## src/rtl/traffic_light_pkg.sv

```systemverilog
// Shared light encodings, tracker state type and error-bit indices for the
// traffic light monitor.
package traffic_light_pkg;

  localparam logic [2:0] LIGHT_RED    = 3'b100;
  localparam logic [2:0] LIGHT_YELLOW = 3'b010;
  localparam logic [2:0] LIGHT_GREEN  = 3'b001;

  typedef enum logic [1:0] {
    TRK_SYNC   = 2'd0,
    TRK_RED    = 2'd1,
    TRK_GREEN  = 2'd2,
    TRK_YELLOW = 2'd3
  } trk_state_e;

  localparam int ERR_ENC      = 0;
  localparam int ERR_CONFLICT = 1;
  localparam int ERR_SEQ      = 2;
  localparam int ERR_YEL      = 3;
  localparam int ERR_GRN      = 4;
  localparam int NUM_ERR      = 5;

  function automatic logic is_one_hot(input logic [2:0] v);
    return (v == LIGHT_RED) || (v == LIGHT_YELLOW) || (v == LIGHT_GREEN);
  endfunction

  // Lowest set index wins: ENC is the highest-priority violation.
  function automatic logic [2:0] first_err(input logic [NUM_ERR-1:0] e);
    logic [2:0] idx;
    idx = '0;
    for (int i = NUM_ERR - 1; i >= 0; i--) begin
      if (e[i]) idx = 3'(i);
    end
    return idx;
  endfunction

endpackage

```

## src/rtl/light_dir_tracker.sv

```systemverilog
// Per-direction phase tracker: decodes one light into RED/GREEN/YELLOW,
// counts dwell and reports sequence, encoding and dwell violations.
module light_dir_tracker
  import traffic_light_pkg::*;
#(
  parameter int GREEN_MIN     = 4,
  parameter int GREEN_MAX     = 8,
  parameter int YELLOW_CYCLES = 2
) (
  input  logic       clk,
  input  logic       reset,
  input  logic [2:0] light,
  output trk_state_e state,
  output logic       enc_evt,
  output logic       seq_evt,
  output logic       yel_evt,
  output logic       grn_evt,
  output logic       yr_evt
);

  localparam int DW_SAT = GREEN_MAX + 1;
  localparam int DW_W   = $clog2(DW_SAT + 1);

  localparam logic [DW_W-1:0] DW_ONE   = DW_W'(1);
  localparam logic [DW_W-1:0] DW_MAXV  = DW_W'(DW_SAT);
  localparam logic [DW_W-1:0] DW_GMAX  = DW_W'(GREEN_MAX);
  localparam logic [DW_W-1:0] DW_GMIN  = DW_W'(GREEN_MIN);
  localparam logic [DW_W-1:0] DW_YEL   = DW_W'(YELLOW_CYCLES);

  trk_state_e       state_q, state_d;
  logic [DW_W-1:0]  dwell_q, dwell_d;
  trk_state_e       obs;
  logic             legal;

  always_ff @(posedge clk or negedge reset) begin
    if (!reset) begin
      state_q <= TRK_SYNC;
      dwell_q <= '0;
    end else begin
      state_q <= state_d;
      dwell_q <= dwell_d;
    end
  end

  always_comb begin
    obs = TRK_SYNC;
    case (light)
      LIGHT_RED:    obs = TRK_RED;
      LIGHT_GREEN:  obs = TRK_GREEN;
      LIGHT_YELLOW: obs = TRK_YELLOW;
      default:      obs = TRK_SYNC;
    endcase
  end

  always_comb begin
    state_d = state_q;
    dwell_d = dwell_q;
    enc_evt = 1'b0;
    seq_evt = 1'b0;
    yel_evt = 1'b0;
    grn_evt = 1'b0;
    yr_evt  = 1'b0;
    legal   = ((state_q == TRK_RED)    && (obs == TRK_GREEN))  ||
              ((state_q == TRK_GREEN)  && (obs == TRK_YELLOW)) ||
              ((state_q == TRK_YELLOW) && (obs == TRK_RED));

    if (!is_one_hot(light)) begin
      enc_evt = 1'b1;
      state_d = TRK_SYNC;
      dwell_d = '0;
    end else if (state_q == TRK_SYNC) begin
      if (obs == TRK_RED) begin
        state_d = TRK_RED;
        dwell_d = DW_ONE;
      end
    end else if (obs == state_q) begin
      if (dwell_q != DW_MAXV) dwell_d = dwell_q + DW_ONE;
      // Fires once per green phase: the counter parks at the saturation value.
      if ((state_q == TRK_GREEN) && (dwell_q == DW_GMAX)) grn_evt = 1'b1;
    end else begin
      seq_evt = !legal;
      yel_evt = (state_q == TRK_YELLOW) && (dwell_q != DW_YEL);
      grn_evt = (state_q == TRK_GREEN) && (dwell_q < DW_GMIN);
      yr_evt  = (state_q == TRK_YELLOW) && (obs == TRK_RED);
      state_d = obs;
      dwell_d = DW_ONE;
    end
  end

  assign state = state_q;

endmodule

```

## src/rtl/traffic_light_monitor.sv

```systemverilog
// Passive watchdog on the NS/EW light outputs: conflict detection, violation
// priority encoding, sticky error registers and NS cycle counting.
module traffic_light_monitor
  import traffic_light_pkg::*;
#(
  parameter int GREEN_MIN     = 4,
  parameter int GREEN_MAX     = 8,
  parameter int YELLOW_CYCLES = 2,
  parameter int CNT_W         = 16
) (
  input  logic             clk,
  input  logic             reset,
  input  logic [2:0]       light_NS,
  input  logic [2:0]       light_EW,
  input  logic             clr_err,
  output logic             err,
  output logic [4:0]       err_flags,
  output logic [2:0]       err_code,
  output logic             fault_pulse,
  output logic [CNT_W-1:0] cycle_count,
  output trk_state_e       ns_state_dbg,
  output trk_state_e       ew_state_dbg
);

  logic enc_ns, seq_ns, yel_ns, grn_ns, yr_ns;
  logic enc_ew, seq_ew, yel_ew, grn_ew, unused_yr_ew;

  light_dir_tracker #(
    .GREEN_MIN(GREEN_MIN), .GREEN_MAX(GREEN_MAX), .YELLOW_CYCLES(YELLOW_CYCLES)
  ) u_ns (
    .clk(clk), .reset(reset), .light(light_NS), .state(ns_state_dbg),
    .enc_evt(enc_ns), .seq_evt(seq_ns), .yel_evt(yel_ns), .grn_evt(grn_ns),
    .yr_evt(yr_ns)
  );

  light_dir_tracker #(
    .GREEN_MIN(GREEN_MIN), .GREEN_MAX(GREEN_MAX), .YELLOW_CYCLES(YELLOW_CYCLES)
  ) u_ew (
    .clk(clk), .reset(reset), .light(light_EW), .state(ew_state_dbg),
    .enc_evt(enc_ew), .seq_evt(seq_ew), .yel_evt(yel_ew), .grn_evt(grn_ew),
    .yr_evt(unused_yr_ew)
  );

  logic               err_q, err_d;
  logic [NUM_ERR-1:0] flags_q, flags_d;
  logic [2:0]         code_q, code_d;
  logic               pulse_q, pulse_d;
  logic [CNT_W-1:0]   count_q, count_d;
  logic [NUM_ERR-1:0] evt;
  logic               conflict;
  logic               err_base;

  always_ff @(posedge clk or negedge reset) begin
    if (!reset) begin
      err_q   <= 1'b0;
      flags_q <= '0;
      code_q  <= '0;
      pulse_q <= 1'b0;
      count_q <= '0;
    end else begin
      err_q   <= err_d;
      flags_q <= flags_d;
      code_q  <= code_d;
      pulse_q <= pulse_d;
      count_q <= count_d;
    end
  end

  always_comb begin
    conflict = is_one_hot(light_NS) && is_one_hot(light_EW) &&
               (light_NS != LIGHT_RED) && (light_EW != LIGHT_RED);

    evt               = '0;
    evt[ERR_ENC]      = enc_ns | enc_ew;
    evt[ERR_CONFLICT] = conflict;
    evt[ERR_SEQ]      = seq_ns | seq_ew;
    evt[ERR_YEL]      = yel_ns | yel_ew;
    evt[ERR_GRN]      = grn_ns | grn_ew;

    // A clear lands first so a same-cycle violation is recorded afresh.
    err_base = clr_err ? 1'b0 : err_q;
    flags_d  = (clr_err ? '0 : flags_q) | evt;
    code_d   = clr_err ? 3'd0 : code_q;
    if ((|evt) && !err_base) code_d = first_err(evt);
    err_d    = err_base | (|evt);
    pulse_d  = |evt;
    count_d  = count_q + {{(CNT_W-1){1'b0}}, yr_ns};
  end

  assign err         = err_q;
  assign err_flags   = flags_q;
  assign err_code    = code_q;
  assign fault_pulse = pulse_q;
  assign cycle_count = count_q;

endmodule

```

## config.mk

```make
export PLATFORM = sky130hd
export DESIGN_NAME = traffic_light_monitor
export DESIGN_NICKNAME = d
export VERILOG_FILES = /design/src/rtl/traffic_light_pkg.sv /design/src/rtl/light_dir_tracker.sv /design/src/rtl/traffic_light_monitor.sv
export SDC_FILE = /design/constraint.sdc
export NUM_CORES = 1
export LEC_CHECK = 0
export ABC_AREA = 1
export BUFFER_PORTS_ARGS = -buffer_cell sky130_fd_sc_hd__buf_2
export CAP_MARGIN = 20
export CORE_UTILIZATION = 53
export DETAILED_ROUTE_END_ITERATION = 12
export GPL_ROUTABILITY_DRIVEN = 0
export PLACE_DENSITY = 0.76
export SYNTH_ARGS = -nofsm -noshare
export SYNTH_HDL_FRONTEND = slang
export SYNTH_SLANG_ARGS = --single-unit
```

## constraint.sdc

```tcl
create_clock -name clk -period 2.6 [get_ports clk]
set_input_delay 0.52 -clock clk [delete_from_list [all_inputs] [get_ports clk]]
set_output_delay 0.52 -clock clk [all_outputs]
set_load 0.02 [all_outputs]
```

* After elaboration in Yosys (flattened, before gate mapping)
Index checks and enable logic that the tools add are counted.
** Storage, ports and cells
- Flip-flop bits (word level) :: 38
- Word-level logic and storage cells :: 143
** Cells by class
- $add $sub $neg :: 3
- $lt $le $gt $ge :: 2
- Equality and inequality tests :: 34
- Multiplexer cells :: 54
- Bitwise operators :: 6
- Reduce and logical (&&, ||, !) cells :: 35
** Operators by type and width (number)
- $mux W4 :: 10
- $mux W1 :: 26
- $mux W3 :: 7
- $add A16 B1 Y16 :: 1
- $eq A2 B2 Y1 const B :: 8
- $logic_and A1 B1 Y1 :: 16
- $mux W2 :: 8
- $ne A3 B2 Y1 const B :: 4
- $pmux W2 S3 :: 2
- $add A4 B1 Y4 const B :: 2
- $eq A2 B1 Y1 const B :: 4
- $eq A4 B4 Y1 const B :: 2
- $logic_or A1 B1 Y1 :: 8
- $lt A4 B3 Y1 const B :: 2
- $ne A4 B2 Y1 const B :: 2
- $ne A4 B3 Y1 const B :: 2
- $ne A4 B4 Y1 const B :: 2
- $reduce_and A2 Y1 :: 4
- $eq A3 B1 Y1 const B :: 2
- $eq A3 B2 Y1 const B :: 2
- $eq A3 B3 Y1 const B :: 2
- $ne A3 B3 Y1 const B :: 2
- $mux W5 :: 1
- $or A1 B1 Y1 :: 5
- 6 further kinds :: 10

* Depth between registers and ports, before layout
- Word-level depth :: 15
- Depth in mapped cells :: 13
- Depth with buffers taken out :: 13

* Cells and area by module
Synthesis repeated with hierarchy kept, for this count alone.
** Unflattened totals
- Cell total of the unflattened synthesis :: 302
- Area total of the unflattened synthesis :: 2399.8 um^2
** Modules (own cells, without submodules)
- traffic_light_monitor :: times used 1, cells each 138, area an instance 1211.2 um^2, seq. area each 650.6 um^2
- light_dir_tracker :: times used 2, cells each 82, area an instance 594.3 um^2, seq. area each 150.1 um^2

* Worst setup path before layout
No wires, ideal clock.
- Path type :: in2reg
- From :: in light_NS[0]
- To :: reg count_q[14], in the netlist cycle_count[14]
- Arrival :: 2.005 ns
- Path slack :: 0.515 ns
- Cell stages on the path :: 12
- Path buffers :: 0
- Path through :: nor2_1 nand3_1 inv_1 ha_1 ha_1 nand3_1 nor3_2 nand3_1 nor3_2 nand2_1 nor2_1 xor2_1
** On the way
- Word-level cells in the longest chain between the ends :: 8
** RTL lines
- start, declared :: RTL line traffic_light_monitor.sv:13 : input logic [2:0] light_NS,
- $eq A3 B2 Y1 (tied with other cells) :: RTL line traffic_light_pkg.sv:24, light_dir_tracker.sv:47
- $pmux W2 S3 :: RTL line light_dir_tracker.sv:47 : case (light)
- $eq A2 B1 Y1 :: RTL line light_dir_tracker.sv:84 : yr_evt = (state_q == TRK_YELLOW) && (obs == TRK_RED);
- $logic_and A1 B1 Y1 :: RTL line light_dir_tracker.sv:84
- $mux W1 :: RTL line light_dir_tracker.sv:76 : end else if (obs == state_q) begin
- $mux W1 :: RTL line light_dir_tracker.sv:71 : end else if (state_q == TRK_SYNC) begin
- $mux W1 (*) :: RTL line light_dir_tracker.sv:67 : if (!is_one_hot(light)) begin
- $add A16 B1 Y16 (*) :: RTL line traffic_light_monitor.sv:87 : count_d = count_q + {{(CNT_W-1){1'b0}}, yr_ns};
- net count_d[14] :: RTL line traffic_light_monitor.sv:48 : logic [CNT_W-1:0] count_q, count_d;
- end signal, assigned :: RTL line traffic_light_monitor.sv:65 : count_q <= count_d;
- end, declared :: RTL line traffic_light_monitor.sv:48
Mark *: on every way through the listed nets, which the timed path passes. The rest lies on a longest branch.
A chain may end at the register's enable or synchronous reset.

* Final worst setup path
- From :: reg u_ns.state_q[1], in the netlist u_ns.state[1]
- To :: reg count_q[14], in the netlist cycle_count[14]
** On the way
- Word-level cells in the longest chain between the ends :: 6
** RTL lines
- start, declared :: RTL line light_dir_tracker.sv:30 : trk_state_e state_q, state_d;
- start signal, assigned :: RTL line light_dir_tracker.sv:40 : state_q <= state_d;
- $eq A2 B2 Y1 :: RTL line light_dir_tracker.sv:84
- $logic_and A1 B1 Y1 :: RTL line light_dir_tracker.sv:84
- $mux W1 :: RTL line light_dir_tracker.sv:76
- $mux W1 (*) :: RTL line light_dir_tracker.sv:71
- $mux W1 (*) :: RTL line light_dir_tracker.sv:67
- $add A16 B1 Y16 (*) :: RTL line traffic_light_monitor.sv:87
- net count_d[14] :: RTL line traffic_light_monitor.sv:48
Marks and branches as above.

==> flow_metrics.tcl <==
set metrics [dict create \
    status "complete, no violations" \
    cts_max_level 2 \
    powerDensity_nw_per_um2 641 \
    crit_path_end_kind "flop" \
    hold_buffers 0 \
    overflow 0 \
    die-area_um2 4450 \
    synth_cell_types 24 \
    met1Wirelength_um 1950 \
    ant_nets 0 \
    required_ns 2.82 \
    final_common_cell "nand2_1" \
    layout.nets 326 \
    drt_pass1_iterations 4 \
    grt_usage_pct 20.6 \
    peakVddDrop_mv 0.379 \
    final_cell_mix "nand2_1 (48), dfrtp_1 (38), buf_2 (38), inv_1 (34), nand3_1 (34)" \
    clk_latency_ns 0.29 \
    synth_area_leader_cell "dfrtp_1" \
    syn_nets 281 \
    cts_tree "built" \
    vias_per_cell 4.91 \
    start_util_pct 55.4 \
    critPathLaunch "u_ns.state[1]$_DFFE_PN0P_" \
    synthTopCellsByArea "dfrtp_1 (43%), nand2_1 (8.1%), nand3_1 (7.7%)" \
    port_buffers 38 \
    path_clk_slew_ns 0.08 \
    worstSetupStartpointType "flop" \
    dr.max_layer_used "met4" \
    drc_errors 0 \
    drv_cap 0 \
    finalSetupViolCount 0 \
    wl_per_cell_um 11.4 \
    fillers 352 \
    drt-initial-drc-count 79 \
    slew_violations 0 \
    synth-seq-cells 38 \
    min_path_type "primary input to asynchronous set/reset pin" \
    die_h_um 66.7 \
    numCtsBuffers 5 \
    avgSynthCellArea_um2 8.46 \
    ios 39 \
    cp_max_fo 6 \
    synth_top_area_share_pct 42.9 \
    met3_length_um 154 \
    fin_crit_sh_pct 83.7 \
    synth_cells 262 \
    fp-row-count 23 \
    wl_met2_um 1910 \
    clk_path_buf_depth 2 \
    slew_headroom_pct 45.4 \
    post-dp-hpwl_um 3100 \
    post_cts_resized 0 \
    rr_startpoint "u_ns.state[1]$_DFFE_PN0P_" \
    timing.final.hold_violations 0 \
    antenna_found_initial 0 \
    fin_skew_ns 0.00299 \
    critPathArrivalTime_ns 2.39 \
    fin_tns_setup_ns 0 \
    fmax_mhz 460 \
    die_w_um 66.7 \
    area_growth_pct 17.6 \
    synth_area_um2 2220 \
    path_class "flop to flop" \
    p_total_mw 1.67 \
    grt_pass1_wl_um 6830 \
    fp.coreArea_um2 4000 \
    yosysWarnings 0 \
    grt_pass1_vias 1622 \
    rsz0062_at_grt "false" \
    dr_total_vias 1759 \
    diodes 0 \
    p_leak_nw 1.50 \
    post_cts_buffers 0 \
    worst_pin_slew_ns 0.819 \
    grt_max_degree 39 \
    drt-total-wl_um 4070 \
    clkSinkCount 38 \
    finalCriticalPeriod_ns 2.18 \
    drive_gt1_share_pct 25.0 \
    yosysSeqAreaShare_pct 42.9 \
    clock-root-buffer "clkbuf_8" \
]
[power by group]
group	switching [mW]	internal [mW]
clock network	0.212	0.384
logic	0.269	0.127
registers	0.0437	0.634
[worst paths after layout]
check / end / slack, ns / cells past startpoint
min in group clk: cycle_count[15]$_DFF_PN0_ / 0.47 / 1
setup / recovery: cycle_count[14]$_DFF_PN0_ / 0.42 / 13
hold / removal: cycle_count[11]$_DFF_PN0_ / 0.32 / 1
max in group asynchronous: u_ew.dwell_q[0]$_DFFE_PN0P_ / 1.76 / 1
setup reg to reg: cycle_count[14]$_DFF_PN0_ / 0.42 / 13
hold reg to reg: cycle_count[15]$_DFF_PN0_ / 0.47 / 1
[registers in the layout, summed over array words and instances, names as in the netlist]
signal	count
cycle_count	16
err	1
err_code	3
err_flags	5
fault_pulse	1
u_ew.dwell_q	4
u_ew.state	2
u_ns.dwell_q	4
u_ns.state	2
[routing by layer]
metal	vias up	track usage [%]
met1	797	26.5
met2	26	33.3
met5	-	0
li1	932	-
met4	0	6.38
met3	4	5.48
[cells in the mapped netlist]
cell type,instances
nand2_1,48
dfrtp_1,38
inv_1,34
nand3_1,34
nor2_1,22
xor2_1,16
nand2_2,15
ha_1,10
o21ai_0,9
nand3b_1,5
a21oi_1,4
nand2_4,4
nand3_2,4
nand4_1,3
nor2_2,3
o211ai_1,3
nor3_2,2
xnor2_1,2
and3_1,1
clkinv_1,1
inv_2,1
nor2_8,1
nor4b_1,1
o21bai_4,1
[final cells by class]
cell class,instances,area [um2],area share (%)
clock buffers,5,68.8,2.64
clock inverters,3,68.8,2.64
inverters,36,135,5.18
multi-input cells,188,1130,43.4
flip-flops and latches,38,951,36.5
well taps,50,62.6,2.40
repair buffers,38,190,7.29
[cell families (layout without fill, tap and decap cells)]
kind of cell | Yosys count | count (layout) | share of synthesized area, %
simple gates | 143 | 143 | 33.5
flops | 38 | 38 | 42.9
buf+inv | 36 | 82 | 6.09
xor+xnor | 18 | 18 | 7.11
compound gates | 17 | 17 | 4.80
fa+ha+maj | 10 | 10 | 5.64
[worst max-delay path, stage by stage, from the launching register on]
cell	delay [ns]
dfrtp_1	0.44
nand2_1	0.09
inv_1	0.06
nand3_1	0.10
inv_1	0.08
ha_1	0.15
ha_1	0.18
nand3_1	0.14
nor3_2	0.18
nand3_1	0.15
nor3_2	0.20
nand2_1	0.07
nor2_1	0.11
xor2_1	0.14
[metrics by stage]
step | setup slack [ns] | util (%) | cells | hold slack (ns) | area (um2)
after detailed placement | 0.176 | 61.7 | 350 | 0.464 | 2470
after CTS | 0.400 | 65.2 | 358 | 0.359 | 2610
after global placement | 0.242 | 61.7 | 350 | 0.460 | 2470
final | 0.424 | 65.2 | 358 | 0.322 | 2610
after global routing | 0.112 | 65.2 | 358 | 0.396 | 2610
after floorplan | 0.515 | - | 262 | 0.224 | 2220
No activity file was read; power rests on OpenSTA's default activity.
